### src/rtl/composite_dac_enc.sv
// Composite-video DAC stage: mixes pixel flags and timing strobes into an 8-bit
// level with a triangle colour-burst, plus a first-order sigma-delta output.
module composite_dac_enc #(
  parameter int unsigned C_SYNC_LV    = 0,
  parameter int unsigned C_BLANK_LV   = 76,
  parameter int unsigned C_BLACK_LV   = 82,
  parameter int unsigned C_FUCHI_LV   = 140,
  parameter int unsigned C_WHITE_LV   = 255,
  parameter int unsigned C_BURST_STEP = 2,
  parameter int unsigned C_BURST_PH   = 0
) (
  input  logic       FSC32_CK_i,
  input  logic       SYS_R_i,
  input  logic       VIDEO_i,
  input  logic       FUCHI_i,
  input  logic       XSYNC_i,
  input  logic       BLANK_i,
  input  logic       BURST_i,
  output logic [7:0] DAC_Ds_o,
  output logic       SD_o,
  output logic [4:0] PH_o
);

  localparam logic signed [9:0] BLANK_S = 10'(C_BLANK_LV);
  localparam logic signed [9:0] STEP_S  = 10'(C_BURST_STEP);

  localparam int unsigned F_VIDEO = 4;
  localparam int unsigned F_FUCHI = 3;
  localparam int unsigned F_XSYNC = 2;
  localparam int unsigned F_BLANK = 1;
  localparam int unsigned F_BURST = 0;

  logic [4:0]        ph_q, ph_d;
  logic [4:0]        p_q, p_d;
  logic [4:0]        flags_q, flags_d;
  logic [7:0]        dac_q, dac_d;
  logic [7:0]        acc_q, acc_d;
  logic              sd_q, sd_d;

  logic [4:0]        tri_val;
  logic signed [9:0] burst_off;
  logic signed [9:0] burst_lvl;
  logic [7:0]        burst_code;

  always_comb begin
    ph_d    = ph_q + 5'd1;
    p_d     = ph_q + 5'(C_BURST_PH);
    flags_d = {VIDEO_i, FUCHI_i, XSYNC_i, BLANK_i, BURST_i};

    // Burst offset is signed around the blanking level; clamp keeps large
    // negative swings at code 0 instead of wrapping to bright codes.
    tri_val   = p_q[4] ? (5'd31 - p_q) : p_q;
    burst_off = (signed'({5'b0, tri_val}) - 10'sd8) * STEP_S;
    burst_lvl = BLANK_S + burst_off;
    if (burst_lvl < 10'sd0) begin
      burst_code = '0;
    end else if (burst_lvl > 10'sd255) begin
      burst_code = '1;
    end else begin
      burst_code = burst_lvl[7:0];
    end

    if (!flags_q[F_XSYNC]) begin
      dac_d = 8'(C_SYNC_LV);
    end else if (flags_q[F_BLANK] && flags_q[F_BURST]) begin
      dac_d = burst_code;
    end else if (flags_q[F_BLANK]) begin
      dac_d = 8'(C_BLANK_LV);
    end else if (flags_q[F_VIDEO]) begin
      dac_d = 8'(C_WHITE_LV);
    end else if (flags_q[F_FUCHI]) begin
      dac_d = 8'(C_FUCHI_LV);
    end else begin
      dac_d = 8'(C_BLACK_LV);
    end

    {sd_d, acc_d} = {1'b0, acc_q} + {1'b0, dac_q};
  end

  always_ff @(posedge FSC32_CK_i or posedge SYS_R_i) begin
    if (SYS_R_i) begin
      ph_q    <= '0;
      p_q     <= '0;
      flags_q <= '0;
      dac_q   <= '0;
      acc_q   <= '0;
      sd_q    <= 1'b0;
    end else begin
      ph_q    <= ph_d;
      p_q     <= p_d;
      flags_q <= flags_d;
      dac_q   <= dac_d;
      acc_q   <= acc_d;
      sd_q    <= sd_d;
    end
  end

  assign DAC_Ds_o = dac_q;
  assign SD_o     = sd_q;
  assign PH_o     = ph_q;

endmodule
### config.mk
export PLATFORM = sky130hd
export DESIGN_NAME = composite_dac_enc
export DESIGN_NICKNAME = d
export VERILOG_FILES = /design/src/rtl/composite_dac_enc.sv
export SDC_FILE = /design/constraint.sdc
export NUM_CORES = 1
export LEC_CHECK = 0
export ABC_AREA = 1
export CAP_MARGIN = 20
export CORE_UTILIZATION = 40
export CTS_BUF_LIST = sky130_fd_sc_hd__clkbuf_4 sky130_fd_sc_hd__clkbuf_8
export DETAILED_ROUTE_END_ITERATION = 12
export PLACE_DENSITY = 0.71
export SETUP_SLACK_MARGIN = 0.15
export SLEW_MARGIN = 20
export SYNTH_ARGS = -nofsm -noshare
export SYNTH_HDL_FRONTEND = slang
export SYNTH_SLANG_ARGS = --single-unit
### constraint.sdc
create_clock -name FSC32_CK_i -period 1.6 [get_ports FSC32_CK_i]
set_clock_uncertainty 0.1 [all_clocks]
set_input_delay 0.32 -clock FSC32_CK_i [delete_from_list [all_inputs] [get_ports FSC32_CK_i]]
set_output_delay 0.32 -clock FSC32_CK_i [all_outputs]
set_load 0.02 [all_outputs]
### After elaboration in Yosys (flattened, before gate mapping)

Index checks and enable logic that the tools add are counted.

* add/subtract/negate cells: 5
* order comparisons: 2
* mux-type cells: 8
* reductions and logical operators: 1

Operators with widths (number)
* two-way mux 8 bit: 7
* adder 8 x 7 -> 9 bit (first input constant): 1
* adder 8 x 8 -> 9 bit: 1
* greater-than comparator 9 bit (second input constant): 1
* less-than comparator 9 x 1 -> 1 bit (second input constant): 1
* subtractor 5 x 4 -> 6 bit (second input constant): 1
* adder 5 x 1 -> 5 bit (second input constant): 1
* two-way mux 5 bit: 1
* subtractor 5 bit (first input constant): 1
* logical AND 1 bit: 1

* register bits after elaboration: 32
* input bits: 7
* output and inout port bits: 14

### Logic depth before layout (Yosys ltp)

* depth in word-level cells: 9
* mapped depth: 8

### Least setup slack after synthesis

No wires, ideal clock.

* kind: flip-flop to flip-flop
* from: reg dac_q[0], in the netlist DAC_Ds_o[0]
* to: reg sd_q, in the netlist SD_o
* library setup time: 0.119 ns
* data arrival time: 1.446 ns
* required time: 1.381 ns
* setup slack: -0.065 ns
* cell stages (with the launch flop): 9
* path through: dfrtp_1 ha_1 fa_1 nand2_1 nand2_1 nand3b_4 nand2_2 nand2_1 nand2_1

* word-level cells in the longest chain between the ends: 1

Ends and longest elaborated chain
* start: declaration: line 36 `logic [7:0] dac_q, dac_d;`
* start signal: assignment: line 85 `dac_q <= '0;`
* start signal: assignment: line 92 `dac_q <= dac_d;`
* adder 8 x 8 -> 9 bit: line 77 `{sd_d, acc_d} = {1'b0, acc_q} + {1'b0, dac_q};`
* via sd_d: line 38 `logic sd_q, sd_d;`
* end signal: assignment: line 87 `sd_q <= 1'b0;`
* end signal: assignment: line 94 `sd_q <= sd_d;`
* end: declaration: line 38

The timed path passes the listed nets, and every way through them passes these cells.

### Worst setup path after layout

* from: reg dac_q[0], in the netlist DAC_Ds_o[0]
* to: reg acc_q[4]

* word-level cells in the longest chain between the ends: 1

Ends and longest elaborated chain
* adder 8 x 8 -> 9 bit: line 77
* via acc_d[4]: line 37 `logic [7:0] acc_q, acc_d;`
* end signal: assignment: line 86 `acc_q <= '0;`
* end signal: assignment: line 93 `acc_q <= acc_d;`
* end: declaration: line 37

The timed path passes the listed nets, and every way through them passes these cells.

==> summary.md <==
| Metric | Value |
|---|---|
| Result of the run | `finished, final reports clean` |
| Vias per std cell | `4.714` |
| Clock latency of the later-clocked register in the worst-skew pair | `0.33 ns` |
| Kind of critical path | `reg -> reg` |
| Number of non-filler instances in the completed layout | `220` |
| CTS tree | `yes` |
| CP top delay family | `adder cells` |
| Synth top area share | `54.98%` |
| Count of pins over their slew limit | `0` |
| Worst vdd rail ir drop | `0.0004623 V` |
| Number of warning messages in the yosys log | `0` |
| Number of standard-cell rows in the floorplan | `21` |
| Net count after synthesis | `156` |
| Post-layout net count | `191` |
| Share of power burned in registers | `38.2%` |
| P&R area growth vs syn | `35.48%` |
| Effective utilization at floorplan | `42.64%` |
| Stage delay of the slowest cell on the critical path | `0.43 ns` |
| Parity-gate share of the synthesized area counting xor and xnor cells | `7.216%` |
| Sum of net half-perimeters after detailed placement | `1.789 mm` |
| Layout fillers | `304` |
| Number of antenna repair diodes | `0` |
| Type of element launching the critical path | `register` |
| Average footprint of a synthesized cell | `10.55 sq um` |
| Placed Instances | `205` |
| Post-synthesis cell area | `1456 sq um` |
| Most prevalent standard cell on the critical path | `sky130_fd_sc_hd__nand2_4` |
| GR Util All Layers | `14.72%` |
| Sequential-to-total area share from yosys stat | `54.98%` |
| Maximum clock frequency | `644.2 MHz` |
| Simple-gate area share of the yosys netlist | `19.67%` |
| Most frequent cells in the layout | `29 x sky130_fd_sc_hd__dfrtp_1, 24 x sky130_fd_sc_hd__nand2_1, 16 x sky130_fd_sc_hd__inv_1` |
| Clock transition at path regs | `0.11 ns` |
| Global-route wire length before repair | `4.360 mm` |
| Post-synthesis share of cell area spent on full adders, half adders and majority gates | `9.966%` |
| Antenna violations before repair | `0` |
| Initial drt markers | `35` |
| GR peak layer | `met2` |
| Pin slew with the least headroom to its limit | `0.2162 ns` |
| Internal power contribution | `1.787 mW` |
| Wire length after detailed routing | `2.740 mm` |
| Setup violators final | `0` |
| Global placement routability congestion | `0.8158` |
| Number of iterations in the first detailed-routing pass | `4` |
| Layout cell share with drive strength beyond 1 | `37.36%` |
| Width of the chip | `62.34 um` |
| Number of synthesized register bits | `32` |
| DRC | `0` |
| Multiplexer share of the synthesized area | `0%` |
| Min Tclk post-route | `1.552 ns` |
| Die Footprint | `3886 sq um` |
| Die boundary height | `62.34 um` |
| Portion of the clock cycle consumed by the worst path in the final layout | `97.02%` |
| Cell taking the most area after synthesis | `sky130_fd_sc_hd__dfrtp_1` |
| Detail-routed net length per standard cell | `12.45 um` |
| Normalized max-slew margin | `85.59%` |
| Setup TNS | `0 ns` |
| Number of instances in the synthesized netlist | `138` |
| Number of global-route vias before repair | `1,077` |
| Final number of hold-violating endpoints | `0` |
| Reported leakage power | `1.012 nW` |
| Power per standard cell area | `1390 nW/um^2` |
| Most common cell after layout, fill and taps aside | `sky130_fd_sc_hd__dfrtp_1` |
| Synth unique cells | `24` |
| Share of total power in combinational logic | `42.2%` |
| CTS max path bufs | `2` |
| Cts bufs inserted | `5` |
| Met1 track utilization from global routing | `14.42%` |
| Count of nets left with antenna violations after detail routing | `0` |
| Category of the worst setup path capture point | `register` |
| Total of buffers placed on input and output ports | `20` |
| Sink count of the clock tree | `32` |
| IO Pins | `21` |
| Main combinational cell family by area after synthesis | `simple AND/OR/NAND/NOR gates` |
| Clock tree root buffer cell | `sky130_fd_sc_hd__clkbuf_4` |
| Required time of the worst setup path | `1.76 ns` |
| Number of levels the H-tree was split into | `2` |
| Count of buffer and inverter cells on the critical path | `1` |
| Met3 demand-to-capacity share in global routing | `4.596%` |
| Cell at the slowest stage of the critical path | `sky130_fd_sc_hd__dfrtp_2` |
| Met2 Usage GRT | `26.51%` |
| WP data arrival | `1.72 ns` |
| Maximum number of pins on one net before global-route repair | `33` |
| Total number of vias | `1,037` |
| Relative contribution of the clock network to total power | `19.5%` |
| Type of the most critical hold path | `in -> async` |
| Sw power | `0.9564 mW` |
| Critical-path cell list | `ha_4 > fa_2 > nand2_2 > nand2_4 > buf_4 > nand2_4 > xnor2_2` |
| Floorplan Core Area | `3416 sq um` |
| Switching fraction of total power | `34.86%` |
| RSZ-0062 raised after global routing | `yes` |
| Synthesized-area fraction occupied by ao, oa, aoi and oai cells | `3.007%` |
| Global-route congestion overflow total | `0` |
| MaxCap Viol Count | `0` |
| Ranking of synthesized cells by area | `sky130_fd_sc_hd__dfrtp_1 55%, sky130_fd_sc_hd__ha_1 8.6%, sky130_fd_sc_hd__nand2_1 8.5%, sky130_fd_sc_hd__inv_1 4.1%, sky130_fd_sc_hd__nand3_1 2.7%` |
| Peak fanout along the critical path | `2` |
-- worst min-delay path, cell delays in order --
cell and delay, ns:
sky130_fd_sc_hd__clkdlybuf4s50_1 0.39, sky130_fd_sc_hd__inv_1 0.09, sky130_fd_sc_hd__buf_12 0.21
-- power groups by stage --
stage / Combinational [mW] / Clock, mW / Sequential, mW
2_1_floorplan: 0.569 / 0 / 1.05
3_3_place_gp: 0.738 / 0 / 1.03
3_5_place_dp: 0.770 / 0 / 1.04
4_1_cts: 0.819 / 0.551 / 1.03
5_1_grt: 1.29 / 0.583 / 1.06
6_report: 1.16 / 0.536 / 1.05
-- flip-flops by register name (all words and copies together), names as in the netlist --
signal	flops
acc_q	8
SD_o	1
flags_q	5
PH_o	5
DAC_Ds_o	8
p_q	5
-- stage by stage --
stage | util, % | instance area (sq um) | power, mW | worst slack (ns) | hold WS (ns)
after floorplan | - | 1489 | 1.621 | 0.07047 | 0.2514
after global placement | 51.61 | 1763 | 1.771 | 0.09735 | 0.3076
after detailed placement | 51.61 | 1763 | 1.807 | 0.06186 | 0.3122
after CTS | 54.76 | 1871 | 2.402 | 0.05371 | 0.2149
after global routing | 57.77 | 1973 | 2.933 | -0.002740 | 0.2528
final | 57.77 | 1973 | 2.743 | 0.04771 | 0.2207
-- final cells by class --
class                           count  area [sq um]  share of cell area [%]
Sequential cell                    32         804.5                   40.77
Timing Repair Buffer               29         219.0                   11.10
Tap cell                           46         57.56                   2.917
Multi-Input combinational cell     88         755.7                   38.30
Inverter                           17         63.81                   3.234
Clock buffer                        8         72.57                   3.678
-- path summary, 6_finish.rpt --
kind,from,to,slack [ns],depth (start not counted)
max in group asynchronous,SYS_R_i,p_q[4],1.00,3
worst min register to register,PH_o[4],p_q[4],0.32,0
worst max-delay path,DAC_Ds_o[0],acc_q[4],0.05,7
min in group FSC32_CK_i,PH_o[4],p_q[4],0.32,0
worst min-delay path,SYS_R_i,DAC_Ds_o[4],0.22,3
worst max register to register,DAC_Ds_o[0],acc_q[4],0.05,7
-- layer usage --
layer,up-vias,routed length (um)
met4,0,53
met2,23,1527
met5,-,0
met1,508,1037
li1,501,-
met3,5,122
-- kinds of logic (layout without fill, tap and decap cells) --
kind of cell,Yosys count,after routing
AO/OA/AOI/OAI,7,7
buffers and inverters,18,54
AND/OR/NAND/NOR,61,61
XOR/XNOR,9,9
flip-flops,32,32
adder cells (fa/ha/maj),11,11
-- repair_timing --
item / in CTS / in global routing
gates resized for setup: 40 / 36
setup endpoints to repair: 18 / 19
pin swaps: 1 / 11
hold buffers: 0 / 0
setup buffers: 1 / 6
endpoints found under the hold margin: 0 / 0
-- synth_stat cells, drive strengths merged --
| library cell | n |
|---|---|
| ha | 10 |
| dfrtp | 32 |
| nand3 | 9 |
| a21oi | 4 |
| or2 | 2 |
| o21a | 1 |
| fa | 1 |
| nand3b | 3 |
| xor2 | 3 |
| o21ai | 1 |
| inv | 17 |
| o21bai | 1 |
| nor2 | 10 |
| buf | 1 |
| nand2 | 37 |
| xnor2 | 6 |
No activity file was read; power rests on OpenSTA's default activity.
